**config.mk**
```make
export PLATFORM = sky130hd
export DESIGN_NAME = spawn_scheduler
export DESIGN_NICKNAME = d
export VERILOG_FILES = /design/src/rtl/spawn_scheduler.sv
export SDC_FILE = /design/constraint.sdc
export NUM_CORES = 1
export LEC_CHECK = 0
export BUFFER_PORTS_ARGS = -buffer_cell sky130_fd_sc_hd__buf_2
export CAP_MARGIN = 20
export CORE_UTILIZATION = 60
export DETAILED_ROUTE_END_ITERATION = 7
export PLACE_DENSITY_LB_ADDON = 0.2
export RECOVER_POWER = 25
export REMOVE_ABC_BUFFERS = 1
export SLEW_MARGIN = 20
export SYNTH_ARGS = -nofsm -noshare
export SYNTH_HDL_FRONTEND = slang
export SYNTH_SLANG_ARGS = --single-unit
```
**constraint.sdc**
```tcl
create_clock -name clk -period 6.2 [get_ports clk]
set_input_delay 0.31 -clock clk [delete_from_list [all_inputs] [get_ports clk]]
set_output_delay 0.31 -clock clk [all_outputs]
set_load 0.005 [all_outputs]
```
**src/rtl/spawn_scheduler.sv**
```systemverilog
// spawn_scheduler: paces sprite spawns across the scrolling layers using a
// shared LFSR, a scroll-distance gap counter and a round-robin arbiter.
module spawn_scheduler #(
   parameter int unsigned NREQ     = 3,
   parameter int unsigned MIN_GAP  = 200,
   parameter logic [7:0]  GAP_MASK = 8'hFF,
   parameter logic [15:0] SEED     = 16'hACE1
) (
   input  logic            clk,
   input  logic            rstn,
   input  logic            start,
   input  logic            crash,
   input  logic            scroll_tick,
   input  logic [NREQ-1:0] req,
   output logic [NREQ-1:0] grant,
   output logic [5:0]      y_off,
   output logic [1:0]      state,
   output logic [15:0]     spawn_cnt,
   output logic [15:0]     rand_out
);

   localparam int unsigned PW     = (NREQ > 1) ? $clog2(NREQ) : 1;
   localparam int unsigned SW     = PW + 1;
   localparam int unsigned GW     = 10;
   localparam logic [15:0] TAPS   = 16'hB400;
   localparam logic [5:0]  Y_SPAN = 6'd46;

   typedef enum logic [1:0] {
      IDLE = 2'b00,
      RUN  = 2'b01,
      HALT = 2'b10
   } state_t;

   state_t        state_q;
   logic [15:0]   lfsr_q;
   logic [GW-1:0] gap_q;
   logic [PW-1:0] rr_q;

   logic [15:0]   lfsr_nxt;
   logic [PW-1:0] sel_idx;
   logic          sel_vld;
   logic [SW-1:0] scan_sum;
   logic [GW-1:0] gap_reload;
   logic [5:0]    y_fold;
   logic [PW-1:0] rr_nxt;
   logic          restart;
   logic          grant_ok;

   // Galois step for x^16+x^14+x^13+x^11+1; never reaches zero from a nonzero seed
   always_comb lfsr_nxt = lfsr_q[0] ? ((lfsr_q >> 1) ^ TAPS) : (lfsr_q >> 1);

   // Round-robin pick: first request at or after the pointer, wrapping
   always_comb begin
      sel_idx  = '0;
      sel_vld  = 1'b0;
      scan_sum = '0;
      for (int unsigned k = 0; k < NREQ; k++) begin
         scan_sum = {1'b0, rr_q} + SW'(k);
         if (scan_sum >= SW'(NREQ)) scan_sum = scan_sum - SW'(NREQ);
         if (!sel_vld && req[scan_sum[PW-1:0]]) begin
            sel_vld = 1'b1;
            sel_idx = scan_sum[PW-1:0];
         end
      end
   end

   // Grant-side arithmetic: next gap, folded vertical offset, next pointer
   always_comb begin
      gap_reload = GW'(MIN_GAP) + GW'(lfsr_q[7:0] & GAP_MASK);
      y_fold     = (lfsr_q[5:0] < Y_SPAN) ? lfsr_q[5:0] : lfsr_q[5:0] - Y_SPAN;
      rr_nxt     = (sel_idx == PW'(NREQ - 1)) ? '0 : sel_idx + PW'(1);
      restart    = start && ((state_q == IDLE) || (state_q == HALT));
      grant_ok   = (state_q == RUN) && (gap_q == '0) && sel_vld && !crash;
   end

   // Game-state FSM, gap counter, arbiter pointer and registered grant outputs
   always_ff @(posedge clk or negedge rstn) begin
      if (!rstn) begin
         state_q   <= IDLE;
         lfsr_q    <= SEED;
         gap_q     <= GW'(MIN_GAP);
         rr_q      <= '0;
         grant     <= '0;
         y_off     <= '0;
         spawn_cnt <= '0;
      end else begin
         lfsr_q <= lfsr_nxt;
         grant  <= '0;
         if (restart) begin
            state_q   <= RUN;
            lfsr_q    <= SEED;
            gap_q     <= GW'(MIN_GAP);
            rr_q      <= '0;
            spawn_cnt <= '0;
         end else if (state_q == RUN) begin
            if (crash) begin
               state_q <= HALT;
            end else if (grant_ok) begin
               grant     <= NREQ'(1) << sel_idx;
               gap_q     <= gap_reload;
               spawn_cnt <= spawn_cnt + 16'd1;
               y_off     <= y_fold;
               rr_q      <= rr_nxt;
            end else if (scroll_tick && (gap_q != '0)) begin
               gap_q <= gap_q - GW'(1);
            end
         end
      end
   end

   assign state    = state_q;
   assign rand_out = lfsr_q;

endmodule

```
==> results of run 1 <==
worst max-delay path: cells and delay by family, from the launching register on:
family,cells,cell delay (ns)
buf+inv,1,0.11
simple gates,2,0.95
compound gates,2,0.35
flops,1,0.42
mux,2,0.48
fa+ha+maj,1,0.25
final cells by class:
| type | instances | area, sq um | area share, % |
|---|---|---|---|
| multi-input combinational | 213 | 1430 | 42.8 |
| sequential | 55 | 1390 | 41.7 |
| timing repair buffer | 53 | 269 | 8.07 |
| tap | 67 | 83.8 | 2.52 |
| inverter | 19 | 71.3 | 2.14 |
| clock buffer | 5 | 68.8 | 2.07 |
| clock inverter | 3 | 23.8 | 0.713 |
power by group:
part,internal [mW],total [mW],switching [mW]
Clock,0.0820,0.211,0.129
Sequential,0.452,0.541,0.0893
Combinational,0.155,0.296,0.141
routing by layer:
metal | wire length (um) | GRT usage (%) | vias to the layer above | share of wire (%)
met5 | 0 | 0 | - | 0
met4 | 55 | 6.75 | 0 | 0.89
met3 | 251 | 4.72 | 5 | 4.1
met2 | 2940 | 43.5 | 64 | 48
met1 | 2920 | 35.9 | 1167 | 47
li1 | - | - | 1157 | -
cells in the mapped netlist, types with 5 or more instances:
master / n
xnor2_1: 15
nor3b_1: 8
a21oi_1: 10
nand4_1: 7
and3_1: 5
o21ai_0: 14
dfrtp_1: 44
clkbuf_1: 9
ha_1: 10
nand3_1: 11
nor3_1: 12
and2_1: 6
nand2_1: 20
nor2_1: 29
dfstp_2: 11
inv_1: 19
nand2b_1: 10
cell families (layout without fill, tap and decap cells):
logic type      Yosys count  in the layout
xor+xnor                 18             18
simple gates            126            126
mux                       4              4
flops                    55             55
buf+inv                  32             80
fa+ha+maj                10             10
compound gates           55             55
final timing paths:
check	slack, ns	from	to
max reg2reg	3.59	rr_q[0]	gap_q[7]
min in group asynchronous	0.96	rstn	state[1]
min reg2reg	0.48	rand_out[12]	rand_out[11]
max in group asynchronous	3.64	rstn	gap_q[5]
min	0.22	start	state[1]
max	3.59	rr_q[0]	gap_q[7]
layout by cell type, fill, tap and decap left out, types with 2 or more instances in the layout:
master and instances:
a21oi_1 10, a221oi_1 2, a31o_2 4, a31oi_1 2, a32oi_1 4, and2_1 6, and3_1 5, buf_2 50
buf_4 2, clkbuf_8 5, dfrtp_1 44, dfstp_2 11, ha_1 10, inv_1 19, mux2i_1 4, nand2_1 20
nand2b_1 10, nand3_1 11, nand4_1 7, nor2_1 29, nor2b_1 2, nor3_1 12, nor3b_1 8, nor4_1 4
nor4_2 2, o21ai_0 14, o22ai_1 3, o31ai_1 2, o32ai_1 2, xnor2_1 15, xor2_1 3
registers in the layout, summed over array words and instances, names as in the netlist:
register,cells
spawn_cnt,16
grant,3
state,2
rand_out,16
gap_q,10
rr_q,2
y_off,6
==> results.yml, run 1 <==
placed_design:
  placed_area_sq_um: 3240
  io_buffers: 50
  dp.cells: 407
  dpl.hpwl_um: 4250
  routabilityCongestion: 0.863
  post-place-ws_ns: 3.62
logic_synthesis:
  yosys.area.top_type: "dfrtp_1"
  synth-simple-area-share_pct: 24.1
  synth_top_family_by_area: "simple AND/OR/NAND/NOR gates"
  syn_area_sq_um: 2950
  synth_top_area_share_pct: 37.3
  netlist_instances: 300
  synthMuxAreaShare_pct: 1.36
  ys_ff_latch: 55
  avgSynthCellArea_sq_um: 9.83
  synth-edff-count: 0
  synth-compound-area-share_pct: 13.2
  yosys_warnings: 0
  synthAdderAreaFrac_pct: 4.24
  synth-main-ff-cell: "dfrtp_1"
  async_flop_share_pct: 100
  ys_top_cells_by_area: "dfrtp_1 37%, dfstp_2 9.8%, xnor2_1 4.5%"
  synth_xor_area_share_pct: 5.35
  synthDistinctLibCells: 54
  synth_sequential_area_ratio_pct: 47.1
floorplan:
  initial_utilization_pct: 62.4
  pin_count: 51
  chipHeight_um: 72.1
  die_x_um: 72.1
  rows: 25
  die_area_sq_um: 5200
  core-area_sq_um: 4720
timing:
  whs_ns: 0.218
  fmax_ghz: 0.383
  worstMarginPinSlew_ns: 2.80
  tns_ns: 0
  timing.final.ws_setup_ns: 3.59
  grt_setup_unrepaired: "false"
  period_share_pct: 42.1
  fin_crit_ns: 2.61
  timing_hold_violations_final: 0
  final-setup-viol-count: 0
  maxSlewViolCount: 56
  relSlewSlack_pct: -86.6
  finClkSkew_ns: 0.0109
critical_path:
  arrival_ns: 2.86
  cp_max_fo: 10
  critPathMaxStageDelay_ns: 0.58
  crit_type: "flip-flop to flip-flop"
  rr_worst_depth: 8
  worstPathCellList: "inv_1 -> ha_1 -> mux2i_1 -> o22ai_1 -> nor3_1 -> or2_2 -> mux2i_1 -> o311a_1"
  setup.worst_path.start_class: "flip-flop"
  cpMostUsedCell: "mux2i_1"
  end_kind: "flip-flop"
  cp_slowest_cell: "nor3_1"
  worstPathRequired_ns: 6.45
routing:
  viasPerCell: 5.77
  ant_nets: 0
  num_vias: 2393
  firstDrtPassIters: 4
  wirelength_um: 6170
  route.detailed.drc: 0
  wire_per_inst_um: 14.9
  drt_iter0_drc: 133
cts:
  cts_resized: 0
  clock_latency_ns: 0.31
  cts_max_level: 2
  postCtsHoldBufs: 0
  clock_sinks: 55
  clockRootBuffer: "clkbuf_8"
  cts_tree: "built"
  postCtsSetupBuffers: 0
  cts.path.max_buffers: 2
  cts_made_buffers: 5
  clk_pin_slew_ns: 0.11
global_route:
  antenna_found_initial: 0
  grt_max_degree: 56
  grt_overflow: 0
  track_usage_pct: 26.3
  grt_pass1_wl_um: 10700
  grt_pass1_vias: 2290
cells_and_area:
  layout-drive-gt1-share_pct: 24.7
  nNetsFinal: 365
  finish.utilization_pct: 70.5
  synthToLayoutAreaGrowth_pct: 13.0
  postLayoutCellArea_sq_um: 3330
  stdcell_count: 415
  n_antenna_cell: 0
  fillers: 368
hold_path:
  hp-class: "primary input to flip-flop"
  holdPathStages: 2
power:
  power_mw: 1.05
  ir_drop_mv: 0.238
  cellPowerDensity_nw_per_um2: 315
  p_leak_nw: 1.52
outcome:
  status: "complete, but fails checks"
  violations: "capacitance limit, slew limit"
job:
  drv_cap: 1
(Power assumes the default switching activity.)
==> run 2, diff against run 1 <==
--- a/config.mk
+++ b/config.mk
@@ -5,9 +5,10 @@
 export SDC_FILE = /design/constraint.sdc
 export NUM_CORES = 1
 export LEC_CHECK = 0
+export ABC_AREA = 1
 export BUFFER_PORTS_ARGS = -buffer_cell sky130_fd_sc_hd__buf_2
 export CAP_MARGIN = 20
-export CORE_UTILIZATION = 60
+export CORE_UTILIZATION = 57
 export DETAILED_ROUTE_END_ITERATION = 7
 export PLACE_DENSITY_LB_ADDON = 0.2
 export RECOVER_POWER = 25
==> constraint.sdc (replaced) <==
create_clock -name clk -period 2.7 [get_ports clk]
set_input_delay 0.135 -clock clk [delete_from_list [all_inputs] [get_ports clk]]
set_output_delay 0.135 -clock clk [all_outputs]
set_load 0.005 [all_outputs]
==> run 2 against run 1 <==
- the run still ends with capacitance limit, slew limit left
- sequential power grew to 2.8 times the previous value
- maximum frequency is 4.9% higher
- count of clock-buffer cells in the layout is the same
- area after synthesis rose by 7.4%
- sequential share of layout area shrank 2.7 points
- utilization shrank 2.5 points
- register-to-register slack worse by 3.4 ns
- critical endpoint unchanged
- largest power group is now combinational logic
==> results.yml, run 2 <==
timing:
  finClkSkew_ns: 0.00513
  period_share_pct: 92.1
  maxSlewViolCount: 29
  fmax_ghz: 0.402
  fin_crit_ns: 2.49
  relSlewSlack_pct: -7.61
  whs_ns: 0.0579
  grt_setup_unrepaired: "false"
  worstMarginPinSlew_ns: 1.61
  tns_ns: 0
  final-setup-viol-count: 0
  timing_hold_violations_final: 0
routing:
  num_vias: 2835
  wire_per_inst_um: 13.3
  wirelength_um: 7140
  firstDrtPassIters: 5
  drt_iter0_drc: 165
  route.detailed.drc: 0
  viasPerCell: 5.27
  ant_nets: 0
global_route:
  grt_pass1_wl_um: 12100
  grt_pass1_vias: 2648
  track_usage_pct: 25.9
  antenna_found_initial: 0
  grt_max_degree: 29
  grt_overflow: 0
placed_design:
  placed_area_sq_um: 3470
  dpl.hpwl_um: 5220
  io_buffers: 50
  routabilityCongestion: 0.900
critical_path:
  rr_worst_depth: 13
  worstPathCellList: "inv_1 -> ha_1 -> inv_2 -> nand3_1 -> inv_1 -> a21oi_2 -> nand3_2 -> nand2_2 -> buf_4 -> nand3_1 -> nand2_2 -> nand2_1 -> nand2_1"
  r2r_end: "gap_q[7]"
  crit_type: "flip-flop to flip-flop"
  cp_slowest_cell: "dfrtp_1"
  reg2reg_slack_ns: 0.21
  setup.worst_path.start_class: "flip-flop"
  worstPathRequired_ns: 2.95
  timing.rr.start: "rr_q[0]"
  arrival_ns: 2.74
  critPathMaxStageDelay_ns: 0.41
  end_kind: "flip-flop"
  cp_max_fo: 16
logic_synthesis:
  synth_top_area_share_pct: 34.8
  synthDistinctLibCells: 31
  synth-main-ff-cell: "dfrtp_1"
  synth_sequential_area_ratio_pct: 43.9
  yosysMostFrequentCell: "nand2_1"
  netlist_instances: 414
  synth-edff-count: 0
  yosys.area.top_type: "dfrtp_1"
  async_flop_share_pct: 100
  yosys_warnings: 0
  ys_top_cells_by_area: "dfrtp_1 35%, nand2_1 14%, dfstp_2 9.1%"
  avgSynthCellArea_sq_um: 7.65
  ys_ff_latch: 55
  yosys-top-cells-count: "122 x nand2_1, 50 x inv_1, 44 x dfrtp_1"
  syn_area_sq_um: 3170
hold_path:
  worstHoldStart: "start"
  hp-class: "primary input to flip-flop"
  hold_end: "state[0]"
  holdPathStages: 3
cts:
  clock_latency_ns: 0.31
  clockRootBuffer: "clkbuf_8"
  cts.path.max_buffers: 2
  postCtsSetupBuffers: 0
  clk_pin_slew_ns: 0.11
  cts_tree: "built"
  cts_made_buffers: 5
  cts_max_level: 2
  clock_sinks: 55
power:
  ir_drop_mv: 0.606
  cellPowerDensity_nw_per_um2: 1030
  p_leak_nw: 1.89
outcome:
  status: "complete, but fails checks"
  violations: "capacitance limit, slew limit"
cells_and_area:
  postLayoutCellArea_sq_um: 3560
  final_common_cell: "nand2_1"
  layout_common_cells: "122 x nand2_1, 50 x inv_1, 47 x buf_2"
  nNetsFinal: 485
  n_antenna_cell: 0
  synthToLayoutAreaGrowth_pct: 12.6
  layout-drive-gt1-share_pct: 20.5
  fillers: 436
floorplan:
  die_area_sq_um: 5860
  initial_utilization_pct: 60.5
  chipHeight_um: 76.5
  pin_count: 51
  rows: 26
  core-area_sq_um: 5240
  die_x_um: 76.5
job:
  drv_cap: 1
## run 2: cell count changes after synthesis, moves of 10 or more
cell / before / now
inv_1: 19 / 50
nand2_1: 20 / 122
nand2b_1: 10 / 0
nand3_1: 11 / 27
nor2_1: 29 / 40
## run 2: layout make-up
| class | instances | area, sq um | area share (%) |
|---|---|---|---|
| Multi-Input combinational cell | 297 | 1510 | 42.2 |
| Sequential cell | 55 | 1390 | 39.0 |
| Timing Repair Buffer | 56 | 294 | 8.25 |
| Inverter | 52 | 195 | 5.48 |
| Tap cell | 70 | 87.6 | 2.46 |
| Clock buffer | 5 | 68.8 | 1.93 |
| Clock inverter | 3 | 23.8 | 0.667 |
## run 2: timing repair
action,in CTS,in global routing
endpoints found under the hold margin,23,0
resized for setup,0,0
setup endpoints to repair,0,0
hold buffers,1,0
## run 2: per-stage QoR
step	utilization, %	power [mW]	cells	worst slack (ns)
after floorplan	-	2.63	404	0.467
after global placement	66.2	3.13	529	0.362
after detailed placement	66.2	3.20	529	0.262
after CTS	68.2	3.69	538	0.229
after global routing	68.1	4.01	538	0.0156
final	68.1	3.67	538	0.212
## run 2: kinds of logic (layout without fill, tap and decap cells)
kind of cell	after synthesis	after routing	synth area share [%]
and+or+nand+nor	236	236	33.5
DFF	55	55	43.9
buffers and inverters	62	116	8.49
adders and majority gates	10	10	3.95
AOI/OAI and AO/OA	36	36	6.01
xor gates and xnor gates	15	15	4.15
## run 2: how the worst max path moves through the flow
stage,from,end,cells past startpoint
floorplan,rr_q[0],rr_q[1],11
global placement,rr_q[0],gap_q[9],13
detailed placement,rr_q[0],gap_q[7],13
CTS,rr_q[0],gap_q[7],13
global route,rr_q[0],gap_q[2],13
finish,rr_q[0],gap_q[7],13
## run 2: worst max-delay path, delay by kind of cell, from the launching register on
family | cells | cell delay [ns]
adders and majority gates | 1 | 0.37
AOI/OAI and AO/OA | 1 | 0.16
buffers and inverters | 4 | 0.51
and+or+nand+nor | 7 | 0.97
DFF | 1 | 0.41
## run 2: power breakdown
group          internal, mW  switching (mW)
Sequential             1.19           0.329
Clock                 0.188           0.286
Combinational         0.703           0.978
Total                  2.08            1.59
## run 2: layer usage
layer | track usage, % | wire (um) | vias up | share of wire (%)
met2 | 43.3 | 3530 | 94 | 49
met1 | 35.1 | 3230 | 1331 | 45
li1 | - | - | 1404 | -
met3 | 3.83 | 316 | 6 | 4.4
met5 | 0 | 0 | - | 0
met4 | 7.12 | 64 | 0 | 0.90
